--- src/rtl/blackjack_engine.sv ---
// blackjack_engine: single-player blackjack round sequencer driven by one-cycle
// button pulses, with an internal seedable 16-bit Galois LFSR as card source.
// Successor to blackjack_core; keeps its debug port set.
//
// Ports:
//   clk, rst_n                 clock, synchronous active-low reset
//   btn_start/hit/stand/double one-cycle action pulses
//   rng_load, rng_seed         load a seed into the LFSR (0 loads 16'h0001)
//   user_total, dealer_total   best hand totals (soft aces applied)
//   balance                    bankroll, saturating at 0 and 2^BAL_W-1
//   busy                       round in progress (state != IDLE)
//   round_done                 one-cycle pulse at settlement
//   result                     0 push, 1 win, 2 loss, 3 blackjack
//   dbg_last_card              value of the last drawn card (1..10)
//   dbg_deal_count             initial-deal draws completed (0..3)
//   dbg_blackjack              natural detected in the current/last round
module blackjack_engine #(
  parameter int BAL_W        = 10,
  parameter int START_BAL    = 500,
  parameter int STAKE        = 50,
  parameter int BJ_PAY       = 150,
  parameter int DEALER_STAND = 17,
  parameter int HIT_SOFT17   = 0
) (
  input  logic             clk,
  input  logic             rst_n,
  input  logic             btn_start,
  input  logic             btn_hit,
  input  logic             btn_stand,
  input  logic             btn_double,
  input  logic             rng_load,
  input  logic [15:0]      rng_seed,
  output logic [5:0]       user_total,
  output logic [5:0]       dealer_total,
  output logic [BAL_W-1:0] balance,
  output logic             busy,
  output logic             round_done,
  output logic [1:0]       result,
  output logic [4:0]       dbg_last_card,
  output logic [1:0]       dbg_deal_count,
  output logic             dbg_blackjack
);

  localparam logic [2:0] S_IDLE   = 3'd0;
  localparam logic [2:0] S_DEAL   = 3'd1;
  localparam logic [2:0] S_CHECK  = 3'd2;
  localparam logic [2:0] S_PLAYER = 3'd3;
  localparam logic [2:0] S_DEALER = 3'd4;
  localparam logic [2:0] S_SETTLE = 3'd5;

  localparam int               EXT_W    = BAL_W + 2;
  localparam logic [EXT_W-1:0] STAKE_X  = EXT_W'(STAKE);
  localparam logic [EXT_W-1:0] STAKE2_X = EXT_W'(2 * STAKE);
  localparam logic [EXT_W-1:0] BJ_X     = EXT_W'(BJ_PAY);
  localparam logic [EXT_W-1:0] MAX_X    = EXT_W'((1 << BAL_W) - 1);
  localparam logic [5:0]       STAND_T  = 6'(DEALER_STAND);

  logic [2:0]  state;
  logic [15:0] lfsr;
  logic [15:0] lfsr_step;
  logic [5:0]  user_hard;
  logic [5:0]  dealer_hard;
  logic        user_ace;
  logic        dealer_ace;
  logic [1:0]  user_cards;
  logic        doubled;

  logic [3:0]  r_raw;
  logic [3:0]  r_mod;
  logic [4:0]  rank;
  logic [4:0]  card_val;
  logic [5:0]  card6;
  logic        card_ace;

  logic [5:0]  user_best;
  logic [5:0]  dealer_best;
  logic        dealer_soft;
  logic [5:0]  user_hit_total;
  logic [1:0]  user_cards_inc;
  logic        dealer_draw;

  logic [EXT_W-1:0] bal_x;
  logic [EXT_W-1:0] bet_x;
  logic [EXT_W-1:0] sum;
  logic [BAL_W-1:0] bal_next;
  logic [1:0]       res_next;
  logic             can_start;
  logic             can_double;

  // Galois step: shift right, fold taps in when the bit shifted out is 1.
  always_comb begin
    lfsr_step = lfsr[0] ? ((lfsr >> 1) ^ 16'hB400) : (lfsr >> 1);
  end

  // Card from the low nibble: fold 13..15 back onto 0..2, ranks 1..13, faces are 10.
  always_comb begin
    r_raw    = lfsr[3:0];
    r_mod    = (r_raw >= 4'd13) ? (r_raw - 4'd13) : r_raw;
    rank     = {1'b0, r_mod} + 5'd1;
    card_val = (rank > 5'd10) ? 5'd10 : rank;
    card6    = {1'b0, card_val};
    card_ace = (card_val == 5'd1);
  end

  // An ace is promoted to 11 only while that cannot bust the hand.
  always_comb begin
    user_best      = (user_ace && user_hard <= 6'd11) ? user_hard + 6'd10 : user_hard;
    dealer_soft    = dealer_ace && (dealer_hard <= 6'd11);
    dealer_best    = dealer_soft ? dealer_hard + 6'd10 : dealer_hard;
    user_hit_total = user_hard + card6;
    user_cards_inc = (user_cards == 2'd3) ? 2'd3 : user_cards + 2'd1;
    dealer_draw    = (dealer_best < STAND_T) ||
                     ((HIT_SOFT17 != 0) && (dealer_best == STAND_T) && dealer_soft);
  end

  // Settlement runs two bits wider than the bankroll so that underflow shows up
  // as a set top bit and overflow as a value above MAX_X; both are clamped.
  always_comb begin
    bal_x      = {2'b00, balance};
    bet_x      = doubled ? STAKE2_X : STAKE_X;
    can_start  = (bal_x >= STAKE_X);
    can_double = (user_cards == 2'd2) && (bal_x >= STAKE2_X);
    sum        = bal_x;
    res_next   = 2'd0;
    if (dbg_blackjack) begin
      sum      = bal_x + BJ_X;
      res_next = 2'd3;
    end else if (user_hard > 6'd21) begin
      sum      = bal_x - bet_x;
      res_next = 2'd2;
    end else if ((dealer_hard > 6'd21) || (user_best > dealer_best)) begin
      sum      = bal_x + bet_x;
      res_next = 2'd1;
    end else if (user_best < dealer_best) begin
      sum      = bal_x - bet_x;
      res_next = 2'd2;
    end
    if (sum[EXT_W-1]) begin
      bal_next = '0;
    end else if (sum > MAX_X) begin
      bal_next = '1;
    end else begin
      bal_next = sum[BAL_W-1:0];
    end
  end

  always_ff @(posedge clk) begin
    if (!rst_n) begin
      state          <= S_IDLE;
      lfsr           <= 16'hACE1;
      balance        <= BAL_W'(START_BAL);
      user_hard      <= '0;
      dealer_hard    <= '0;
      user_ace       <= 1'b0;
      dealer_ace     <= 1'b0;
      user_cards     <= '0;
      doubled        <= 1'b0;
      round_done     <= 1'b0;
      result         <= '0;
      dbg_last_card  <= '0;
      dbg_deal_count <= '0;
      dbg_blackjack  <= 1'b0;
    end else begin
      round_done <= 1'b0;
      if (rng_load) begin
        lfsr <= (rng_seed == 16'h0000) ? 16'h0001 : rng_seed;
      end else begin
        lfsr <= lfsr_step;
      end

      case (state)
        S_IDLE: begin
          if (btn_start && can_start) begin
            state          <= S_DEAL;
            user_hard      <= '0;
            dealer_hard    <= '0;
            user_ace       <= 1'b0;
            dealer_ace     <= 1'b0;
            user_cards     <= '0;
            doubled        <= 1'b0;
            result         <= '0;
            dbg_deal_count <= '0;
            dbg_blackjack  <= 1'b0;
          end
        end

        S_DEAL: begin
          dbg_last_card  <= card_val;
          dbg_deal_count <= dbg_deal_count + 2'd1;
          if (dbg_deal_count == 2'd2) begin
            dealer_hard <= dealer_hard + card6;
            dealer_ace  <= dealer_ace | card_ace;
            state       <= S_CHECK;
          end else begin
            user_hard  <= user_hit_total;
            user_ace   <= user_ace | card_ace;
            user_cards <= user_cards_inc;
          end
        end

        S_CHECK: begin
          if ((user_cards == 2'd2) && (user_best == 6'd21)) begin
            dbg_blackjack <= 1'b1;
            state         <= S_SETTLE;
          end else begin
            state <= S_PLAYER;
          end
        end

        S_PLAYER: begin
          if (btn_stand) begin
            state <= S_DEALER;
          end else if (btn_double && can_double) begin
            doubled       <= 1'b1;
            user_hard     <= user_hit_total;
            user_ace      <= user_ace | card_ace;
            user_cards    <= user_cards_inc;
            dbg_last_card <= card_val;
            state         <= (user_hit_total > 6'd21) ? S_SETTLE : S_DEALER;
          end else if (btn_hit) begin
            user_hard     <= user_hit_total;
            user_ace      <= user_ace | card_ace;
            user_cards    <= user_cards_inc;
            dbg_last_card <= card_val;
            if (user_hit_total > 6'd21) begin
              state <= S_SETTLE;
            end
          end
        end

        S_DEALER: begin
          if (dealer_draw) begin
            dealer_hard   <= dealer_hard + card6;
            dealer_ace    <= dealer_ace | card_ace;
            dbg_last_card <= card_val;
          end else begin
            state <= S_SETTLE;
          end
        end

        S_SETTLE: begin
          balance    <= bal_next;
          result     <= res_next;
          round_done <= 1'b1;
          state      <= S_IDLE;
        end

        default: state <= S_IDLE;
      endcase
    end
  end

  assign busy         = (state != S_IDLE);
  assign user_total   = user_best;
  assign dealer_total = dealer_best;

endmodule

--- config.mk ---
export PLATFORM = sky130hd
export DESIGN_NAME = blackjack_engine
export DESIGN_NICKNAME = d
export VERILOG_FILES = /design/src/rtl/blackjack_engine.sv
export SDC_FILE = /design/constraint.sdc
export NUM_CORES = 1
export LEC_CHECK = 0
export ABC_AREA = 0
export CAP_MARGIN = 40
export CORE_ASPECT_RATIO = 1.75
export CORE_UTILIZATION = 56
export CTS_CLUSTER_SIZE = 14
export DETAILED_ROUTE_END_ITERATION = 10
export HOLD_SLACK_MARGIN = 0.08
export MAX_ROUTING_LAYER = met4
export PLACE_DENSITY = 0.83
export SLEW_MARGIN = 5
export SYNTH_ARGS = -nofsm -noshare
export SYNTH_HDL_FRONTEND = slang
export SYNTH_SLANG_ARGS = --single-unit
--- constraint.sdc ---
create_clock -name clk -period 5 [get_ports clk]
set_input_delay 1 -clock clk [delete_from_list [all_inputs] [get_ports clk]]
set_output_delay 1 -clock clk [all_outputs]
set_load 0.02 [all_outputs]
==> results.py <==
metrics = {
    "cells_and_area": {
        "final_common_cell": "dfxtp_1",
        "syn_to_final_growth_pct": 19.9,
        "diodes": 0,
        "nNetsFinal": 657,
        "layout_common_cells": "dfxtp_1 (57), clkdlybuf4s50_1 (56), nor2_1 (51)",
        "drive_above_1_share_pct": 4.98,
    },
    "critical_path": {
        "critical_path_class": "flop to flop",
        "worstPathMaxFanout": 10,
        "critPathLaunchType": "flop",
        "end_kind": "flop",
        "arrival_ns": 4.75,
        "critPathRequiredTime_ns": 5.25,
    },
    "clocking": {
        "htree_levels": 3,
        "cts_tree": "done",
        "cts_buffer_depth": 2,
        "clkLatencyLatePin_ns": 0.33,
        "hold_buffers": 0,
        "numCtsBuffers": 9,
        "root_buffer": "clkbuf_16",
        "cts_sinks": 57,
        "cts-resized-gates": 0,
        "cts_setup_buffers": 0,
        "clkTransAtPathRegs_ns": 0.05,
    },
    "detailed_routing": {
        "drt-initial-drc-count": 359,
        "vias": 4447,
        "firstDrtPassIters": 5,
        "wirelength_mm": 12.4,
        "wl_per_cell_um": 18.0,
        "drcViolationCount": 0,
        "ant_nets": 0,
        "via_per_inst": 6.44,
    },
    "floorplan": {
        "core_um2": 7570,
        "die_area_um2": 8210,
        "pin_count": 57,
        "die_x_um": 68.9,
        "rows": 42,
        "initial_core_util_pct": 58.0,
        "die-height_um": 119,
    },
    "placed_design": {
        "routabilityCongestion": 0.949,
        "dp_hpwl_mm": 9.30,
        "placement.io_buffers": 56,
    },
    "power_and_ir_drop": {
        "seqPwrFrac_pct": 27.0,
        "p_int_w": 0.00128,
        "p_sw_share_pct": 39.1,
        "power.density_nw_per_um2": 400,
        "peakVddDrop_mv": 0.314,
        "total_power_w": 0.00210,
        "p_clk_share_pct": 29.0,
        "p_comb_share_pct": 43.9,
        "p_leak_nw": 2.14,
        "switchingPower_w": 0.000822,
    },
    "timing": {
        "fin_setup_tns_ns": 0,
        "tightestPinTransition_ns": 0.783,
        "setup_viol": 0,
        "slew_viol_final": 0,
        "slew_headroom_pct": 47.7,
        "max_freq_mhz": 222,
        "fin_worst_skew_ns": 0.00865,
        "hold_viol": 0,
        "fin_crit_sh_pct": 90.0,
        "finalCriticalPeriod_ns": 4.50,
        "rsz0062_at_grt": "false",
    },
    "synthesis": {
        "synth-simple-area-share_pct": 21.1,
        "synth_compound_area_share_pct": 25.0,
        "avgSynthCellArea_um2": 7.90,
        "synth_xor_area_share_pct": 4.19,
        "synth_top_family_by_area": "compound AO/OA/AOI/OAI gates",
        "yosysUniqueCellTypes": 71,
        "synth-adder-area-share_pct": 11.2,
        "ys_ff_latch": 57,
        "synth_warnings": 0,
        "synth_cells": 555,
        "muxShareOfSynthArea_pct": 5.79,
        "synth-edff-count": 0,
        "ys_seq_area_share_pct": 26.0,
        "async_flop_share_pct": 0,
        "synthesis.area_um2": 4390,
        "synthFlopType": "dfxtp_1",
    },
    "run": {
        "drv_cap": 0,
    },
    "global_route": {
        "grt_overflow": 0,
        "grt_pass1_vias": 4325,
        "grt_max_degree": 23,
        "grt_pass1_wl_mm": 20.2,
        "grt_usage_pct": 33.6,
        "antenna_found_initial": 0,
    },
    "run_status": {
        "status": "finished clean",
    },
    "worst_hold_path": {
        "hold_path_class": "flop to flop",
    },
}
==> flip-flops by register name, indices dropped and copies added, names as in the netlist <==
signal / cells
user_hard: 6
dbg_last_card: 5
user_ace: 1
dealer_ace: 1
doubled: 1
user_cards: 2
state: 3
dbg_blackjack: 1
lfsr: 16
round_done: 1
result: 2
dbg_deal_count: 2
dealer_hard: 6
balance: 10
==> final cells by class <==
cell class | instances | area (um^2)
Clock inverter | 5 | 55.1
Sequential cell | 57 | 1140
Multi-Input combinational cell | 428 | 2960
Tap cell | 88 | 110
Inverter | 40 | 150
Fill cell | 592 | 2310
Timing Repair Buffer | 61 | 598
Clock buffer | 11 | 243
==> power by group through the flow <==
stage               Sequential (W)  Combinational [W]  Clock [W]
finish                    0.000569           0.000925   0.000610
global route              0.000577            0.00100   0.000639
CTS                       0.000568           0.000908   0.000614
detailed placement        0.000576           0.000896          0
global placement          0.000574           0.000880          0
floorplan                 0.000551           0.000669          0
==> Yosys cell counts (all sizes together) (5+ instances only) <==
| cell | instances | area [um^2] |
|---|---|---|
| dfxtp | 57 | 1140 |
| nor2 | 51 | 191 |
| nand2 | 44 | 165 |
| a21oi | 40 | 200 |
| inv | 38 | 143 |
| ha | 33 | 413 |
| o21ai | 28 | 140 |
| mux2i | 22 | 220 |
| clkbuf | 20 | 75.1 |
| nor3 | 15 | 75.1 |
| a21o | 13 | 97.6 |
| xnor2 | 13 | 114 |
| nand2b | 12 | 75.1 |
| nand3 | 12 | 60.1 |
| buf | 11 | 63.8 |
| a211oi | 8 | 60.1 |
| a31oi | 8 | 56.3 |
| xor2 | 8 | 70.1 |
| nor4 | 7 | 50.1 |
| o211ai | 7 | 52.6 |
| nand3b | 6 | 45.0 |
| nor2b | 6 | 37.5 |
| o21a | 6 | 45.0 |
| a221o | 5 | 50.1 |
| o21bai | 5 | 37.5 |
==> layer usage <==
| metal | GRT usage [%] | wire [um] | vias up | part of all wire (%) |
|---|---|---|---|---|
| met4 | 25.6 | 886 | 0 | 7.1 |
| met3 | 5.84 | 697 | 75 | 5.6 |
| li1 | - | - | 2087 | - |
| met2 | 53.1 | 6360 | 204 | 51 |
| met1 | 35.4 | 4490 | 2081 | 36 |
| met5 | - | 0 | - | 0 |
==> cells by family (layout without fill, tap and decap cells) <==
logic type | Yosys count | in the layout
AND/OR/NAND/NOR | 184 | 184
AO/OA/AOI/OAI | 159 | 159
buffers and inverters | 71 | 117
flip-flops | 57 | 57
adder cells (fa/ha/maj) | 37 | 37
multiplexers | 25 | 25
XOR/XNOR | 21 | 21
other | 1 | 2
==> through the flow <==
| stage | util [%] | hold WS (ns) | cell area [um^2] | worst slack (ns) | instances |
|---|---|---|---|---|---|
| 6_report | 69.5 | 0.442 | 5260 | 0.502 | 690 |
| 5_1_grt | 69.5 | 0.474 | 5260 | 0.166 | 690 |
| 4_1_cts | 69.5 | 0.444 | 5260 | 0.533 | 690 |
| 3_5_place_dp | 65.5 | 0.430 | 4960 | 0.576 | 674 |
| 3_3_place_gp | 65.5 | 0.418 | 4960 | 0.926 | 674 |
| 2_1_floorplan | - | 0.417 | 4390 | 1.01 | 556 |
==> worst paths after layout <==
check        startpoint  cells past startpoint        to  slack [ns]
max reg2reg     lfsr[0]                     19  state[0]        0.50
max             lfsr[0]                     19  state[0]        0.50
min            lfsr[12]                      2  lfsr[11]        0.44
min reg2reg    lfsr[12]                      2  lfsr[11]        0.44
==> critical path, stage by stage (launching register included) <==
cell and delay, ns:
dfxtp_1 0.56, inv_1 0.09, ha_1 0.23, inv_1 0.11, o211ai_1 0.19, xnor2_1 0.37, ha_1 0.33, a21oi_1 0.15
nand2_1 0.07, a21oi_1 0.33, ha_1 0.27, inv_1 0.06, fa_1 0.42, nand2b_1 0.18, a21oi_1 0.16, xor2_1 0.20
o31a_1 0.17, o21ai_0 0.12, a21boi_1 0.19, mux2i_1 0.22
(Power assumes the default switching activity.)
==> RTL edit (config.mk and constraints unchanged) <==
Set the parameter `BAL_W` to 9 (it was 10).
--- a/src/rtl/blackjack_engine.sv
+++ b/src/rtl/blackjack_engine.sv
@@ -15,7 +15,7 @@
 //   dbg_deal_count             initial-deal draws completed (0..3)
 //   dbg_blackjack              natural detected in the current/last round
 module blackjack_engine #(
-  parameter int BAL_W        = 10,
+  parameter int BAL_W        = 9,
   parameter int START_BAL    = 500,
   parameter int STAKE        = 50,
   parameter int BJ_PAY       = 150,
Interface: changed (resized balance); port bits go from 57 to 56. The function was not compared with the original's and may differ.
==> RTL edit against the original RTL <==
  * Setup slack improved by 0.20 ns
  * Cell count fell by 1.9%
  * Routed wire length rose by 1.1%
  * Cell area fell by 3.3%
  * Synthesized area fell by 1.8%
  * Sequential cell count fell by 1
  * Total power fell by 31%
  * Critical path depth fell by 1
  * Worst hold slack improved by 0.0046 ns
  * Utilization fell by 1.8 points
  * Critical endpoint unchanged
  * Largest power group unchanged
  * Highest routed layer unchanged
==> RTL edit: results <==
set metrics [dict create \
    firstDrtPassIters 7 \
    ir_worst_vdd_mv 0.2452 \
    root_buffer "clkbuf_16" \
    power.leakage_nw 2.032 \
    reg2reg_slack_ns 0.70 \
    ys_top_cells_by_count "dfxtp_1 (56), nor2_1 (52), a21oi_1 (44), nand2_1 (44), inv_1 (36)" \
    outcome "completed" \
    synth-compound-area-share 0.2613 \
    tightest_slew_ns 0.9823 \
    fin_skew_ns 0.005054 \
    antenna_found_initial 0 \
    crit_fanout 9 \
    synth_fa_ha_area_frac 0.1144 \
    cts_setup_buffers 0 \
    pre_cts_slack_ns 0.8277 \
    top_regs "lfsr: 16 flops, balance: 9 flops" \
    instances_no_fill 677 \
    grt_pass1_vias 4310 \
    clkTransAtPathRegs_ns 0.07 \
    synth_cell_types 71 \
    wl_per_cell_um 18.57 \
    drive_above_1_share 0.04754 \
    n_fill_cell 626 \
    grt_pass1_wl_um 20380 \
    p_switching_mw 0.5166 \
    htree_levels 2 \
    ys_warn_count 0 \
    place_inst 669 \
    placed_area_um2 4907 \
    via_per_inst 6.464 \
    hp-class "flop to flop" \
    syn-instance-count 547 \
    muxShareOfSynthArea 0.04965 \
    port_buffers 55 \
    p_clk_frac 0.289 \
    yosysSeqAreaShare 0.2602 \
    final_nets 648 \
    synthTopCellsByArea "dfxtp_1 (26%), ha_1 (9.6%), a21oi_1 (5.1%), nor2_1 (4.5%), mux2i_1 (4.2%)" \
    ys_async_sr_fraction 0 \
    antennaDiodeCount 0 \
    grt_usage 0.3404 \
    gp_congestion 0.9670 \
    post_cts_resize_count 0 \
    cts_buffers 5 \
    synth_xor_area_frac 0.03049 \
    hpwl_um 9425 \
    clkLatencyLatePin_ns 0.30 \
    arrival_ns 4.53 \
    layout_min_cycle_time_ns 4.300 \
    grt_max_degree 26 \
    clock_path_buffers 2 \
    dr.first_iter.drc_count 249 \
]
[RTL edit: cell families (layout without fill, tap and decap cells)]
logic type / count (synthesis) / count (layout)
other cells: 1 / 2
buf+inv: 67 / 108
xor+xnor: 15 / 15
flops: 56 / 56
simple gates: 188 / 188
fa+ha+maj: 37 / 37
mux: 21 / 21
compound gates: 162 / 162
[RTL edit: power groups by stage]
| stage | clock network, mW | registers (mW) | logic (mW) |
|---|---|---|---|
| after floorplan | 0 | 0.505 | 0.366 |
| after global placement | 0 | 0.515 | 0.502 |
| after detailed placement | 0 | 0.516 | 0.518 |
| after CTS | 0.421 | 0.505 | 0.522 |
| after global routing | 0.437 | 0.510 | 0.582 |
| final | 0.421 | 0.507 | 0.530 |
[RTL edit: layout make-up]
type	instances	area, µm²	area share
Clock buffer	6	138.9	0.02731
Multi-Input combinational cell	425	2914	0.5731
Tap cell	88	110.1	0.02165
Sequential cell	56	1121	0.2205
Clock inverter	2	38.79	0.007628
Timing Repair Buffer	62	619.3	0.1218
Inverter	38	142.6	0.02805
[RTL edit: per-stage QoR]
step / hold slack (ns) / util
after global placement: 0.4235 / 0.6489
final: 0.4470 / 0.6767
after global routing: 0.4615 / 0.6767
after detailed placement: 0.4383 / 0.6530
after floorplan: 0.4156 / -
after CTS: 0.4493 / 0.6767
[RTL edit: worst max-delay path, cell delays in order, from the launching register on]
cell,delay (ns)
dfxtp_1,0.54
inv_1,0.08
ha_1,0.22
nor2b_1,0.18
or4_1,0.45
nand2_1,0.19
ha_1,0.25
inv_1,0.11
a31oi_1,0.15
o21a_1,0.21
inv_1,0.11
ha_1,0.28
a21oi_1,0.22
o211ai_1,0.19
or3_1,0.34
o211ai_1,0.12
o21ai_0,0.12
a211o_1,0.34
a21oi_1,0.13
[RTL edit: layer usage]
metal / GRT usage / up-vias / part of all wire
met5: - / - / 0
met3: 0.05523 / 71 / 0.041
met4: 0.2409 / 0 / 0.071
li1: - / 2075 / -
met1: 0.3242 / 2070 / 0.35
met2: 0.5839 / 160 / 0.54
[RTL edit: worst paths after layout]
kind / startpoint / end / cells past startpoint
worst min register to register: dbg_last_card[4] / dbg_last_card[4] / 2
worst max-delay path: lfsr[0] / state[0] / 18
worst max register to register: lfsr[0] / state[0] / 18
worst min-delay path: dbg_last_card[4] / dbg_last_card[4] / 2
